<file path="config.mk">
export PLATFORM = sky130hd
export DESIGN_NAME = instr_fetch_unit_flat
export DESIGN_NICKNAME = d
export VERILOG_FILES = /design/src/rtl/fetch_pkg.sv /design/src/rtl/instr_fetch_unit_if.sv /design/src/rtl/fetch_out_buf.sv /design/src/rtl/instr_fetch_unit.sv /design/src/flat_wrapper.sv
export SDC_FILE = /design/constraint.sdc
export NUM_CORES = 1
export LEC_CHECK = 0
export ABC_AREA = 1
export BUFFER_PORTS_ARGS = -buffer_cell sky130_fd_sc_hd__buf_2
export CAP_MARGIN = 40
export CELL_PAD_IN_SITES_DETAIL_PLACEMENT = 0
export CELL_PAD_IN_SITES_GLOBAL_PLACEMENT = 1
export CORE_ASPECT_RATIO = 0.9
export CORE_MARGIN = 2
export CORE_UTILIZATION = 32
export DETAILED_ROUTE_END_ITERATION = 6
export GPL_ROUTABILITY_DRIVEN = 0
export GPL_TIMING_DRIVEN = 0
export PLACE_DENSITY_LB_ADDON = 0.12
export SLEW_MARGIN = 0
export SYNTH_ARGS = -nofsm -noshare
export SYNTH_HDL_FRONTEND = slang
export SYNTH_SLANG_ARGS = --single-unit
</file>
<file path="constraint.sdc">
create_clock -name clk -period 1.7 [get_ports clk]
set_clock_uncertainty 0.1 [all_clocks]
set_input_delay 0.51 -clock clk [delete_from_list [all_inputs] [get_ports clk]]
set_output_delay 0.51 -clock clk [all_outputs]
set_load 0.05 [all_outputs]
</file>
<file path="src/rtl/fetch_pkg.sv">
// Shared types and constants for the instruction fetch unit.
// Optional feature macro: FETCH_MISALIGN_CHECK_EN (adds the HALT state).
package fetch_pkg;

    localparam int          INSTR_BYTES          = 4;
    localparam int          OPCODE_W             = 7;
    localparam logic [31:0] DEFAULT_RESET_VECTOR = 32'hBFC0_0000;

    typedef enum logic [1:0] {
        ST_FETCH,
        ST_WAIT,
        ST_DRAIN
`ifdef FETCH_MISALIGN_CHECK_EN
        , ST_HALT
`endif
    } fetch_state_t;

endpackage

</file>
<file path="src/rtl/instr_fetch_unit_if.sv">
// Instruction memory request/grant/response bus.
// Signal suffixes are relative to the fetch unit (master side).
interface instr_fetch_unit_if #(
    parameter int ADDR_WIDTH = 32,
    parameter int DATA_WIDTH = 32
);
    logic                  imem_req_o;
    logic [ADDR_WIDTH-1:0] imem_addr_o;
    logic                  imem_gnt_i;
    logic                  imem_rvalid_i;
    logic [DATA_WIDTH-1:0] imem_rdata_i;

    // Fetch unit side
    modport master (
        output imem_req_o,
        output imem_addr_o,
        input  imem_gnt_i,
        input  imem_rvalid_i,
        input  imem_rdata_i
    );

    // Memory side
    modport slave (
        input  imem_req_o,
        input  imem_addr_o,
        output imem_gnt_i,
        output imem_rvalid_i,
        output imem_rdata_i
    );
endinterface

</file>
<file path="src/rtl/fetch_out_buf.sv">
// One-entry valid/ready output buffer holding {instr, pc}.
// Clear has priority over load; data is held after a transfer so the
// outputs only change on a load or reset.
module fetch_out_buf #(
    parameter int ADDR_WIDTH = 32,
    parameter int DATA_WIDTH = 32
)(
    input  logic                  clk,
    input  logic                  rst,
    input  logic                  i_load,
    input  logic                  i_clear,
    input  logic                  i_ready,
    input  logic [DATA_WIDTH-1:0] i_instr,
    input  logic [ADDR_WIDTH-1:0] i_pc,
    output logic                  o_valid,
    output logic [DATA_WIDTH-1:0] o_instr,
    output logic [ADDR_WIDTH-1:0] o_pc
);

    logic                  r_valid;
    logic [DATA_WIDTH-1:0] r_instr;
    logic [ADDR_WIDTH-1:0] r_pc;

    // Buffer occupancy and payload update
    always_ff @(posedge clk) begin
        if (rst) begin
            r_valid <= 1'b0;
            r_instr <= '0;
            r_pc    <= '0;
        end else if (i_clear) begin
            r_valid <= 1'b0;
        end else if (i_load) begin
            r_valid <= 1'b1;
            r_instr <= i_instr;
            r_pc    <= i_pc;
        end else if (r_valid && i_ready) begin
            r_valid <= 1'b0;
        end
    end

    assign o_valid = r_valid;
    assign o_instr = r_instr;
    assign o_pc    = r_pc;

endmodule

</file>
<file path="src/rtl/instr_fetch_unit.sv">
// Instruction fetch unit: owns the PC, issues one outstanding word read at
// a time and hands fetched instructions to decode through fetch_out_buf.
// Optional feature macro: FETCH_MISALIGN_CHECK_EN (misaligned redirect halts).
module instr_fetch_unit
    import fetch_pkg::*;
#(
    parameter int                    ADDR_WIDTH   = 32,
    parameter int                    DATA_WIDTH   = 32,
    parameter logic [ADDR_WIDTH-1:0] RESET_VECTOR = ADDR_WIDTH'(DEFAULT_RESET_VECTOR)
)(
    input  logic                    clk,
    input  logic                    rst,
    instr_fetch_unit_if.master      imem,
    input  logic                    redirect_i,
    input  logic [ADDR_WIDTH-1:0]   redirect_pc_i,
    input  logic                    instr_ready_i,
    output logic                    instr_valid_o,
    output logic [DATA_WIDTH-1:0]   instr_o,
    output logic [OPCODE_W-1:0]     opcode_o,
    output logic [ADDR_WIDTH-1:0]   pc_o,
    output logic                    misalign_o
);

    fetch_state_t          r_state;
    logic [ADDR_WIDTH-1:0] r_pc;
    logic [ADDR_WIDTH-1:0] r_req_pc;

    logic                  w_req;
    logic                  w_fire;
    logic                  w_load;
    logic                  w_clear;
    logic                  w_valid;
    logic [ADDR_WIDTH-1:0] w_redirect_pc;
    logic                  w_misalign_redir;

`ifdef FETCH_MISALIGN_CHECK_EN
    logic r_misalign;
    assign w_misalign_redir = redirect_i && (redirect_pc_i[1:0] != 2'b00);
    assign w_redirect_pc    = redirect_pc_i;
    assign misalign_o       = r_misalign;
    // Halted: keep the buffer empty so nothing reaches decode
    assign w_clear          = redirect_i || (r_state == ST_HALT);
`else
    logic w_unused_lsbs;
    assign w_unused_lsbs    = ^redirect_pc_i[1:0];
    assign w_misalign_redir = 1'b0;
    assign w_redirect_pc    = {redirect_pc_i[ADDR_WIDTH-1:2], 2'b00};
    assign misalign_o       = 1'b0;
    assign w_clear          = redirect_i;
`endif

    // Request only when the buffer will be free by the time data returns
    always_comb begin
        w_req = 1'b0;
        if (!rst && r_state == ST_FETCH)
            w_req = !w_valid || instr_ready_i;
    end

    assign w_fire           = w_req && imem.imem_gnt_i;
    assign w_load           = (r_state == ST_WAIT) && imem.imem_rvalid_i;
    assign imem.imem_req_o  = w_req;
    assign imem.imem_addr_o = r_pc;

    // Fetch FSM and PC; a redirect overrides the normal transition
    always_ff @(posedge clk) begin
        if (rst) begin
            r_state  <= ST_FETCH;
            r_pc     <= RESET_VECTOR;
            r_req_pc <= '0;
`ifdef FETCH_MISALIGN_CHECK_EN
            r_misalign <= 1'b0;
`endif
        end else begin
            case (r_state)
                ST_FETCH: begin
                    if (w_fire) begin
                        r_req_pc <= r_pc;
                        r_pc     <= r_pc + ADDR_WIDTH'(INSTR_BYTES);
                        r_state  <= ST_WAIT;
                    end
                end
                ST_WAIT:  if (imem.imem_rvalid_i) r_state <= ST_FETCH;
                ST_DRAIN: if (imem.imem_rvalid_i) r_state <= ST_FETCH;
                default:  r_state <= r_state;
            endcase

            if (redirect_i && w_misalign_redir) begin
`ifdef FETCH_MISALIGN_CHECK_EN
                r_misalign <= 1'b1;
                r_state    <= ST_HALT;
`endif
            end else if (redirect_i) begin
                r_pc <= w_redirect_pc;
                case (r_state)
                    ST_FETCH: r_state <= w_fire ? ST_DRAIN : ST_FETCH;
                    // A response landing with the redirect is the stale one
                    // itself; waiting in DRAIN for another would deadlock.
                    ST_WAIT:  r_state <= imem.imem_rvalid_i ? ST_FETCH : ST_DRAIN;
                    ST_DRAIN: r_state <= imem.imem_rvalid_i ? ST_FETCH : ST_DRAIN;
                    default:  r_state <= r_state;
                endcase
            end
        end
    end

    fetch_out_buf #(
        .ADDR_WIDTH (ADDR_WIDTH),
        .DATA_WIDTH (DATA_WIDTH)
    ) u_out_buf (
        .clk     (clk),
        .rst     (rst),
        .i_load  (w_load),
        .i_clear (w_clear),
        .i_ready (instr_ready_i),
        .i_instr (imem.imem_rdata_i),
        .i_pc    (r_req_pc),
        .o_valid (w_valid),
        .o_instr (instr_o),
        .o_pc    (pc_o)
    );

    assign instr_valid_o = w_valid;
    assign opcode_o      = instr_o[OPCODE_W-1:0];

endmodule
</file>
<file path="src/flat_wrapper.sv">
// flat-port wrapper written by rule: the top's interface ports become plain ports
module instr_fetch_unit_flat import fetch_pkg::*;
#(
    parameter int                    ADDR_WIDTH   = 32,
    parameter int                    DATA_WIDTH   = 32,
    parameter logic [ADDR_WIDTH-1:0] RESET_VECTOR = ADDR_WIDTH'(DEFAULT_RESET_VECTOR)
)
  (clk, rst, redirect_i, redirect_pc_i, instr_ready_i, instr_valid_o, instr_o, opcode_o, pc_o, misalign_o, imem_imem_req_o, imem_imem_addr_o, imem_imem_gnt_i, imem_imem_rvalid_i, imem_imem_rdata_i);
  instr_fetch_unit_if #(.ADDR_WIDTH(ADDR_WIDTH), .DATA_WIDTH(DATA_WIDTH)) imem_i ();
  input  logic clk;
  input  logic rst;
  input  logic redirect_i;
  input  logic [ADDR_WIDTH-1:0] redirect_pc_i;
  input  logic instr_ready_i;
  output logic instr_valid_o;
  output logic [DATA_WIDTH-1:0] instr_o;
  output logic [OPCODE_W-1:0] opcode_o;
  output logic [ADDR_WIDTH-1:0] pc_o;
  output logic misalign_o;
  output wire logic [$bits(imem_i.imem_req_o)-1:0] imem_imem_req_o;
  output wire logic [$bits(imem_i.imem_addr_o)-1:0] imem_imem_addr_o;
  input wire logic [$bits(imem_i.imem_gnt_i)-1:0] imem_imem_gnt_i;
  input wire logic [$bits(imem_i.imem_rvalid_i)-1:0] imem_imem_rvalid_i;
  input wire logic [$bits(imem_i.imem_rdata_i)-1:0] imem_imem_rdata_i;
  assign imem_imem_req_o = imem_i.imem_req_o;
  assign imem_imem_addr_o = imem_i.imem_addr_o;
  assign imem_i.imem_gnt_i = imem_imem_gnt_i;
  assign imem_i.imem_rvalid_i = imem_imem_rvalid_i;
  assign imem_i.imem_rdata_i = imem_imem_rdata_i;
  instr_fetch_unit #(.ADDR_WIDTH(ADDR_WIDTH), .DATA_WIDTH(DATA_WIDTH), .RESET_VECTOR(RESET_VECTOR)) u_core (.clk(clk), .rst(rst), .imem(imem_i), .redirect_i(redirect_i), .redirect_pc_i(redirect_pc_i), .instr_ready_i(instr_ready_i), .instr_valid_o(instr_valid_o), .instr_o(instr_o), .opcode_o(opcode_o), .pc_o(pc_o), .misalign_o(misalign_o));
endmodule
</file>
; After elaboration in Yosys (flattened, before gate mapping)
; Index checks and enable logic that the tools add are counted.
[totals]
ff_bits = 131
output_inout_bits = 106
[classes]
add_sub_neg = 1
n_eq_ne = 4
n_mux = 13
bitwise = 1
n_reduce_logical = 18
[ops]
columns = cell, n
row1 = 2-to-1 mux 32 bit, 3
row2 = adder 32 x 3 -> 32 bit (second input constant), 1
row3 = 2-to-1 mux 2 bit, 5
row4 = one-hot mux 2 bit (2 select lines), 2
row5 = nonzero test 2 bit, 4
row6 = AND reduction 2 bit, 3
row7 = logical AND 1 bit, 4
row8 = OR reduction 2 bit, 2
row9 = 2-to-1 mux 1 bit, 3
row10 = inequality test 3 x 1 -> 1 bit (second input constant), 1
row11 = inequality test 3 x 2 -> 1 bit (second input constant), 1
row12 = AND reduction 3 bit, 1
row13 = == test 2 x 1 -> 1 bit (second input constant), 1
row14 = == test 2 bit (second input constant), 1
row15 = zero test 1 bit, 2
row16 = zero test 2 bit, 1
row17 = logical OR 1 bit, 1
row18 = inverter 1 bit, 1

; Depth between registers and ports, before layout
[logic_depth]
word_depth = 7
mapped_depth = 11
ltp_nobuf = 11

; Hierarchy
; A second synthesis with hierarchy kept.
[hier_totals]
cells_unflattened = 938
hier_area_um2 = 6264.8
[by_module_without_submodules]
columns = mod, instances, cells_per_inst, area_per_inst_um2, seq_area_each_um2
row1 = instr_fetch_unit, 1, 518, 3435.8, 1241.2
row2 = fetch_out_buf, 1, 420, 2829.0, 1301.2

; Worst setup path before layout
; OpenSTA, ideal clock, no wires.
[synth_path]
path_type = input port to output port
start = input port rst
end = output port imem_imem_req_o
t_arrival_ns = 1.581
required_time_ns = 1.090
path_slack_ns = -0.491
cell_stages = 3
cell_sequence = clkbuf_1 -> clkbuf_1 -> nor2_1
[synth_via]
elab_chain_len = 3
[synth_lines]
columns = item, line_no
row1 = start: declaration, flat_wrapper.sv:11  ; input logic rst;
row2 = zero test 1 bit, instr_fetch_unit.sv:55  ; if (!rst && r_state == ST_FETCH)
row3 = logical AND 1 bit, instr_fetch_unit.sv:55
row4 = 2-to-1 mux 1 bit, instr_fetch_unit.sv:55
row5 = end: declaration, flat_wrapper.sv:20  ; output wire logic [$bits(imem_i.imem_req_o)-1:0] imem_imem_req_o;
; Every way passes these cells.

; Final worst setup path
[layout_path]
start = register u_core.r_state[1]
end = output port imem_imem_req_o
[layout_via]
elab_chain_len = 3
[layout_lines]
columns = item, line_no
row1 = start: declaration, instr_fetch_unit.sv:24  ; fetch_state_t r_state;
row2 = start signal: assignment, instr_fetch_unit.sv:84  ; default: r_state <= r_state;
row3 = start signal: assignment, instr_fetch_unit.sv:95  ; ST_FETCH: r_state <= w_fire ? ST_DRAIN : ST_FETCH;
row4 = start signal: assignment, instr_fetch_unit.sv:98  ; ST_WAIT: r_state <= imem.imem_rvalid_i ? ST_FETCH : ST_DRAIN;
row5 = zero test 2 bit, instr_fetch_unit.sv:55
row6 = logical AND 1 bit, instr_fetch_unit.sv:55
row7 = 2-to-1 mux 1 bit, instr_fetch_unit.sv:55
; Every way passes these cells.

==> reports/qor.csv <==
stage,metric,value,unit
detailed_routing,via_per_inst,4.517,
finish,drive_gt1_share,33.89,%
setup_path,rr_endpoint,u_core.imem.imem_addr_o[10],
yosys,yosys.area.top_type,dfxtp_1,
setup_path,path_class,flip-flop to output pin,
power_and_ir_drop,p_total,0.01083,W
finish,finalNetCount,1087,
yosys,yosysSeqAreaShare,44.75,%
setup_path,critPathMaxStageDelay,0.32,ns
finish,mostFrequentLayoutCells,"nor2_1 (156), nand2_1 (144), buf_2 (137)",
setup_path,path_cells,inv_2 > ha_4 > nand2_2 > nor2_4 > buf_6,
placement,dp_hpwl,13550,µm
power_and_ir_drop,p_leak,3.947,nW
yosys,synth_edf_count,0,
detailed_routing,wirelength,18650,µm
die,start_util,32.88,%
clock_network,htreeDepth,4,
clock_network,tritoncts,done,
outcome,violations,setup timing,
sta,fmax,0.5396,GHz
yosys,postSynthCellCount,789,
yosys,postSynthAreaPerCell,7.087,µm²
power_and_ir_drop,p_per_area,1331,nW/µm²
yosys,ys.flop_type,dfxtp_1,
detailed_routing,detail-route-antenna-nets,0,
yosys,yosysWarnings,0,
detailed_routing,wl_per_cell,14.81,µm
sta,fin_hold_ws,0.2188,ns
sta,hold_violations,0,
hold_path,hold_class,input pin to flip-flop,
setup_path,required,1.09,ns
hold_path,hold_end,u_core.u_out_buf.o_instr[19],
clock_network,cts_buffers,17,
clock_network,cts_sinks,125,
setup_path,cp_slowest_cell,dfxtp_2,
detailed_routing,drt_iter0_markers,259,
finish,area_growth,45.47,%
clock_network,cts_root_buf,clkbuf_16,
hold_path,whs_path_depth,3,
clock_network,path_clk_slew,0.06,ns
sta,post-route-period-util,109.0,%
detailed_routing,vias,5687,
finish,fillers,1819,
die,fp-row-count,45,
sta,setup_ws,-0.1532,ns
finish,multi_input_area,2726,µm²
yosys,synth.top_cells.by_area,"dfxtp_1 (45%), nor2_1 (11%), nand2_1 (9.8%), o21ai_0 (9.6%), nand3_1 (3.9%)",
setup_path,path_buf_inv,2,
clock_network,clockBufferDepth,2,
detailed_routing,dr_wl_met3,942,µm
die,fp.dieW,143.3,µm
yosys,synthArstFlopShare,0,%
detailed_routing,route.met2.wl,8523,µm
outcome,status,finished with violations,
setup_path,r2r_start,u_core.r_state[1],
yosys,netlist.area_leader.share,44.75,%
placement,place_ws,-0.4033,ns
setup_path,critPathLaunchType,flip-flop,
setup_path,reg2reg_depth,10,
detailed_routing,highest_layer,met4,
hold_path,min_from,imem_imem_rdata_i[19],
global_route,overflow,0,
global_route,grt_use_total,19.93,%
clock_network,hold_buffers,0,
setup_path,worstPathMaxFanout,2,
die,core,17000,µm²
setup_path,rrSetupSlack,-0.12,ns
finish,final_util,47.84,%
global_route,grt_pass1_vias,5325,
detailed_routing,wl_met1,8933,µm
yosys,ys_ff_latch,125,
detailed_routing,post-route-drc-count,0,
setup_path,worstSetupEndpointType,output pin,
setup_path,arrival,1.24,ns
finish,final_common_cell,nor2_1,
setup_path,crit_family,flip-flops,
sta,setup_violations,30,
sta,worstMarginPinSlew,0.6632,ns
power_and_ir_drop,peakVddDrop,0.6639,mV
sta,rsz0062_at_grt,true,
sta,slew_headroom,55.78,%
sta,report.final.slew_viol_count,0,
sta,post-route-min-period,1.853,ns
finish,diodes,0,
die,die_y,129.4,µm
yosys,netlist_area,5592,µm²
detailed_routing,first_pass_iters,4,
global_route,grt_max_degree,20,
global_route,grt_pass1_wl,28280,µm
finish,regArea,2536,µm²
global_route,antenna_found_initial,0,
die,io_pins,176,
placement,io_buffers,168,
yosys,synth_cell_types,31,
flow_run,max_cap_viol_count,0,
die,dieArea,18550,µm²
clock_network,clock_latency,0.41,ns
## synth_stat cells, types with 4 or more instances
library cell and count:
nor2_1 164, nand2_1 146, dfxtp_1 125, o21ai_0 107
inv_1 56, nand3_1 44, a21oi_1 26, clkbuf_1 21
buf_4 17, xor2_1 16, buf_2 10, nand2_2 7
a31oi_1 6, inv_2 6, nor2_2 6, nor2_4 5
ha_1 4, nand4_1 4
## registers in the layout (all words and copies together) (netlist names)
register / count
u_core.u_out_buf.o_instr: 32
u_core.imem.imem_addr_o: 30
u_core.r_req_pc: 30
u_core.u_out_buf.o_pc: 30
u_core.r_state: 2
u_core.u_out_buf.o_valid: 1
## how the worst max path moves through the flow
stage	start	endpoint	slack (ns)	depth (start not counted)
6_report	u_core.r_state[1]	imem_imem_req_o	-0.15	5
5_1_grt	u_core.r_state[1]	imem_imem_req_o	-0.23	5
4_1_cts	u_core.r_state[1]	imem_imem_req_o	-0.17	5
3_5_place_dp	rst	imem_imem_req_o	-0.40	5
3_3_place_gp	rst	imem_imem_req_o	-0.42	5
2_1_floorplan	rst	imem_imem_req_o	-0.003	3
## power by group
part | total [W] | switching, W | internal [W]
logic | 0.00366 | 0.00234 | 0.00132
registers | 0.00367 | 0.000306 | 0.00336
clock network | 0.00350 | 0.00133 | 0.00217
## cells by family after synthesis
group / share of synthesized area, %
other: 0.06706
AO/OA/AOI/OAI: 13.47
flip-flops: 44.75
buffers and inverters: 9.152
XOR/XNOR: 2.663
AND/OR/NAND/NOR: 29.00
adder cells (fa/ha/maj): 0.8951
## tightest hold or removal path: cells and delay by family
family	cells	cell delay (ns)
buffers and inverters	1	0.07
AND/OR/NAND/NOR	2	0.11
## timing repair
action                     in CTS  in global routing
gates cloned                    2                  4
pin swaps                      10                 10
buffers inserted               22                 10
setup endpoints to repair     137                131
resized for setup              94                 87
## area by class of cell
class / count / share of cell area (%)
flip-flops and latches: 125 / 31.18
clock inverters: 8 / 1.015
plain buffers: 47 / 4.353
inverters: 62 / 2.984
well taps: 235 / 3.615
multi-input cells: 557 / 33.52
repair buffers: 203 / 17.37
clock buffers: 22 / 5.968
## through the flow
step | setup TNS (ns) | cell area [µm²] | std cells
floorplan | -0.003140 | 5648 | 793
global placement | -23.86 | 6783 | 1196
detailed placement | -26.66 | 6783 | 1196
CTS | -0.6557 | 7849 | 1249
global route | -5.533 | 8134 | 1259
finish | -1.093 | 8134 | 1259
## layer usage
layer	vias up	global-route usage, %
met5	-	0
met4	0	5.882
met3	18	4.545
met2	155	32.37
met1	2548	26.64
li1	2966	-
(Power assumes the default switching activity.)
